<file path="src/rtl/voice_mixer.sv">
// Sequential voice mixer: snapshot on sample_tick, accumulate one enabled voice per cycle,
// scale by master volume, saturate to WIDTH and hold the result for the DAC transmitter.
module voice_mixer #(
  parameter int N_VOICES   = 16,
  parameter int WIDTH      = 24,
  parameter int GAIN_SHIFT = 7
) (
  input  logic                             clk,
  input  logic                             rst,
  input  logic                             sample_tick,
  input  logic [N_VOICES-1:0][WIDTH-1:0]   voices,
  input  logic [N_VOICES-1:0]              voice_en,
  input  logic [7:0]                       volume,
  output logic signed [WIDTH-1:0]          sample_out,
  output logic                             out_valid,
  output logic                             busy,
  output logic                             clip,
  output logic                             overrun
);

  localparam int IDX_W  = (N_VOICES > 1) ? $clog2(N_VOICES) : 1;
  localparam int ACC_W  = WIDTH + $clog2(N_VOICES) + 1;
  localparam int PROD_W = ACC_W + 9;
  localparam logic [IDX_W-1:0] LAST_IDX = IDX_W'(N_VOICES - 1);
  localparam logic signed [PROD_W-1:0] SAT_MAX = {{(PROD_W-WIDTH+1){1'b0}}, {(WIDTH-1){1'b1}}};
  localparam logic signed [PROD_W-1:0] SAT_MIN = {{(PROD_W-WIDTH+1){1'b1}}, {(WIDTH-1){1'b0}}};

  typedef enum logic [1:0] {IDLE, ACCUM, SCALE, OUT} state_t;

  state_t                            state, state_next;
  logic [N_VOICES-1:0][WIDTH-1:0]    snap_voices;
  logic [N_VOICES-1:0]               snap_en;
  logic signed [ACC_W-1:0]           acc;
  logic [IDX_W-1:0]                  idx;
  logic signed [PROD_W-1:0]          scaled;
  logic signed [ACC_W-1:0]           addend;
  logic signed [PROD_W-1:0]          product;
  logic                              sat_hi, sat_lo;

  assign busy = (state != IDLE);

  always_ff @(posedge clk) begin
    if (rst) state <= IDLE;
    else     state <= state_next;
  end

  // NOTE: every variable assigned in this block gets a default first so no latch is inferred.
  always_comb begin
    state_next = state;
    case (state)
      IDLE:    if (sample_tick) state_next = ACCUM;
      ACCUM:   if (idx == LAST_IDX) state_next = SCALE;
      SCALE:   state_next = OUT;
      OUT:     state_next = IDLE;
      default: state_next = IDLE;
    endcase
  end

  always_comb begin
    addend  = '0;
    if (snap_en[idx]) addend = ACC_W'($signed(snap_voices[idx]));
    // The zero-extended volume keeps the multiply signed without treating gain >= 128 as negative.
    product = PROD_W'(acc) * PROD_W'($signed({1'b0, volume}));
    sat_hi  = (scaled > SAT_MAX);
    sat_lo  = (scaled < SAT_MIN);
  end

  // NOTE: the snapshot is a data-only register; it is always rewritten before use, so it carries no reset.
  always_ff @(posedge clk) begin
    if (state == IDLE && sample_tick) begin
      snap_voices <= voices;
      snap_en     <= voice_en;
    end
  end

  // NOTE: sequential state uses non-blocking assignments so every register samples pre-edge values.
  always_ff @(posedge clk) begin
    if (rst) begin
      acc        <= '0;
      idx        <= '0;
      scaled     <= '0;
      sample_out <= '0;
      out_valid  <= 1'b0;
      clip       <= 1'b0;
      overrun    <= 1'b0;
    end else begin
      out_valid <= 1'b0;
      clip      <= 1'b0;
      if (sample_tick && state != IDLE) overrun <= 1'b1;
      case (state)
        IDLE: begin
          if (sample_tick) begin
            acc <= '0;
            idx <= '0;
          end
        end
        ACCUM: begin
          acc <= acc + addend;
          idx <= idx + IDX_W'(1);
        end
        SCALE: scaled <= product >>> GAIN_SHIFT;
        OUT: begin
          if (sat_hi)      sample_out <= SAT_MAX[WIDTH-1:0];
          else if (sat_lo) sample_out <= SAT_MIN[WIDTH-1:0];
          else             sample_out <= scaled[WIDTH-1:0];
          clip      <= sat_hi | sat_lo;
          out_valid <= 1'b1;
        end
        default: ;
      endcase
    end
  end

endmodule
</file>
<file path="config.mk">
export PLATFORM = sky130hd
export DESIGN_NAME = voice_mixer
export DESIGN_NICKNAME = d
export VERILOG_FILES = /design/src/rtl/voice_mixer.sv
export SDC_FILE = /design/constraint.sdc
export NUM_CORES = 1
export LEC_CHECK = 0
export BUFFER_PORTS_ARGS = -buffer_cell sky130_fd_sc_hd__buf_2
export CORE_ASPECT_RATIO = 1.5
export CORE_MARGIN = 1
export CORE_UTILIZATION = 50
export CTS_CLUSTER_DIAMETER = 40
export DETAILED_ROUTE_END_ITERATION = 10
export PLACE_DENSITY = 0.73
export REMOVE_ABC_BUFFERS = 1
export SKIP_CTS_REPAIR_TIMING = 1
export SLEW_MARGIN = 20
export SYNTH_ARGS = -nofsm -noshare
export SYNTH_HDL_FRONTEND = slang
export SYNTH_SLANG_ARGS = --single-unit
</file>
<file path="constraint.sdc">
create_clock -name clk -period 15.2 [get_ports clk]
set_input_delay 3.04 -clock clk [delete_from_list [all_inputs] [get_ports clk]]
set_output_delay 3.04 -clock clk [all_outputs]
set_load 0.005 [all_outputs]
</file>
==> reports/results.ini <==
[timing]
slew_viol_final = 0
tightest_slew_ns = 1.08
tns_ns = 0
rsz0062_at_grt = no
period_share_pct = 51.5
finalClockSkew_ns = 0.0356
finalSetupViolations = 0
finalCriticalPeriod_ns = 7.83
fmax_mhz = 128
hold_viol_final = 0
hold_slack_ns = 0.471
maxSlewHeadroom_pct = 27.7

[drt]
drt_iter0_drc = 776
post-route-drc-count = 0
antenna_left = 0
wirelength_um = 64500
vias = 17241
drt_pre_antenna_iters = 5
avgRoutedWirePerCell_um = 20.2
via_per_inst = 5.39

[power]
p_leak_uw = 0.0137
power_density_nw_per_um2 = 147
vdd_ir_drop_max_uv = 195
total_power_uw = 4720

[floorplanning]
rows = 105
die_h_um = 290
ioPinCount = 439
die_w_um = 194
core-area_um2 = 54700
dieArea_um2 = 56200
start_util_pct = 50.5

[setup_path]
cp.arrival_ns = 8.31
crit_buf_inv = 4
cpMostUsedCell = fa_1
crit_chain = buf_2, nand2_1, fa_1, inv_1, fa_1, fa_1, inv_1, fa_1, inv_1, ha_1, a21oi_1, o2111ai_1, a21oi_1, o21ai_1, a211o_1, a31o_2, a21oi_1, nor4b_1, a211o_1
setup.worst_path.start_class = input pin
r2r-start = idx[0]
reg2reg_slack_ns = 8.92
critPathSlowestCell = fa_1
cp_max_fo = 29
crit_type = input pin to register
crit_family = adder cells
critPathCaptureType = register
reg2reg_depth = 16
required_ns = 15.68
max_stage_delay_ns = 0.55
reg2reg_to = acc[28]

[global_route]
grt_start_max_net_pins = 191
grt_pass1_wl_um = 99200
antenna_found_initial = 25
grt.total_usage_pct = 23.0
overflow = 0
first_global_vias = 18371

[clock_network]
cts.sinks = 493
path_clk_slew_ns = 0.07
cts_max_path_buffers = 3
root_buffer = clkbuf_16
numCtsBuffers = 50
cts_tree = done
clock_latency_ns = 0.61
cts_htree_levels = 2

[synth]
synth_simple_gate_area_share_pct = 8.88
ys_warn_count = 0
synth_seq_area_share_pct = 50.3
ys_types = 66
synth_top_family_by_area = adder cells
synthCells = 2038
synthXorXnorAreaFrac_pct = 1.65
ys_async_sr_fraction_pct = 0
synthAdderAreaFrac_pct = 17.8
synth-edff-count = 400
synth_flop_cell = edfxtp_1
synth_compound_area_share_pct = 5.52
synth.area.mux_share_pct = 11.1
yosys_register_bits = 493
synth_area_um2 = 27600
avgSynthCellArea_um2 = 13.5

[min_path]
hold_depth = 2
hold_end = sample_out[10]
hp-class = register to register
hp-start = sample_out[10]

[cells_and_area]
fin_cells = 3198
utilization_pct = 58.8
area_growth_pct = 16.5
drive_above_1_share_pct = 26.9
fill_cells = 4344
num-nets-final = 3136

[placement]
io_buffer_count = 438
place_inst = 3083
dp_hpwl_um = 50300
place_congestion = 0.883

[flow_run]
max-cap-violations = 0

[status]
outcome = complete, no violations

[metal layers]
layer / global-route usage [%] / vias to the layer above / share of wire [%]
li1: - / 8031 / -
met1: 24.0 / 8562 / 35
met2: 44.9 / 514 / 56
met3: 4.06 / 122 / 5.1
met4: 9.76 / 12 / 3.6
met5: 0 / - / 0.12
[worst register-to-register path, cell delays in order (launching register included)]
cell and delay (ns):
dfxtp_4 0.66, buf_4 0.66, buf_4 0.85, mux4_2 0.63
mux4_2 0.53, nor2b_1 0.16, ha_1 0.24, fa_1 0.44
a211oi_1 0.45, o211ai_1 0.16, a22o_1 0.29, a2bb2oi_1 0.25
a211o_1 0.25, nor3_2 0.08, a311oi_2 0.26, nor4_1 0.08
a21o_1 0.18
[power by group]
part	internal, uW	switching (uW)	total, uW
sequential	1850	140	1990
clock	713	550	1260
combinational	636	834	1470
total	3200	1520	4720
[final cells by class]
class / instances / area, um2 / area share (%)
antenna: 22 / 55.1 / 0.171
inverter: 244 / 916 / 2.85
tap: 695 / 870 / 2.70
clock inverter: 33 / 383 / 1.19
timing repair buffer: 451 / 2300 / 7.16
sequential: 493 / 13900 / 43.2
clock buffer: 60 / 1330 / 4.14
multi-input combinational: 1200 / 12400 / 38.6
[metrics by stage]
| step | setup slack, ns | area, um2 |
|---|---|---|
| floorplan | 2.41 | 27200 |
| global placement | 6.95 | 30400 |
| detailed placement | 6.83 | 30400 |
| CTS | 7.45 | 32100 |
| global route | 7.12 | 32100 |
| finish | 7.37 | 32200 |
[worst max-delay path by stage]
stage	start	end	slack [ns]	cells past startpoint
after global placement	volume[1]	scaled[25]	6.95	19
after detailed placement	volume[1]	scaled[25]	6.83	19
final	volume[1]	scaled[24]	7.37	19
after global routing	volume[1]	scaled[24]	7.12	19
after CTS	volume[1]	scaled[25]	7.45	19
after floorplan	sample_tick	snap_en[0]	2.41	1
[flip-flops by register name, indices dropped and copies added (netlist names), 2 cells and up]
signal,flops
acc,29
snap_en,16
snap_voices,384
state,2
sample_out,24
scaled,31
idx,4
[logic make-up (layout without fill, tap and decap cells)]
family,Yosys count,after routing
flip-flops,493,493
AND/OR/NAND/NOR,487,487
buffers and inverters,345,788
adder cells (fa/ha/maj),285,285
AO/OA/AOI/OAI,227,227
multiplexers,149,149
XOR/XNOR,52,52
other,0,22
[cell usage after synthesis (all sizes together), types with 23 or more instances]
cell type | number | area share (%)
a21o | 36 | 0.98
mux4 | 124 | 10
fa | 180 | 13
nor3 | 31 | 0.58
nand2 | 138 | 1.9
and2 | 129 | 2.9
xnor2 | 32 | 1.0
clkbuf | 82 | 1.1
edfxtp | 400 | 44
inv | 244 | 3.3
ha | 105 | 4.8
o21ai | 23 | 0.43
nor2b | 32 | 0.75
dfxtp | 93 | 6.7
nor2 | 100 | 1.4
mux2i | 24 | 0.87
a21oi | 74 | 1.3
[placed cells by master (no fill, tap or decap), types with 74 or more instances in the layout]
master and count:
buf_2 438, edfxtp_1 400, inv_1 244, fa_1 180, nand2_1 138, and2_1 127
mux4_2 120, ha_1 104, nor2_1 100, dfxtp_1 89, a21oi_1 74
Power figures use the tool's default switching activity.
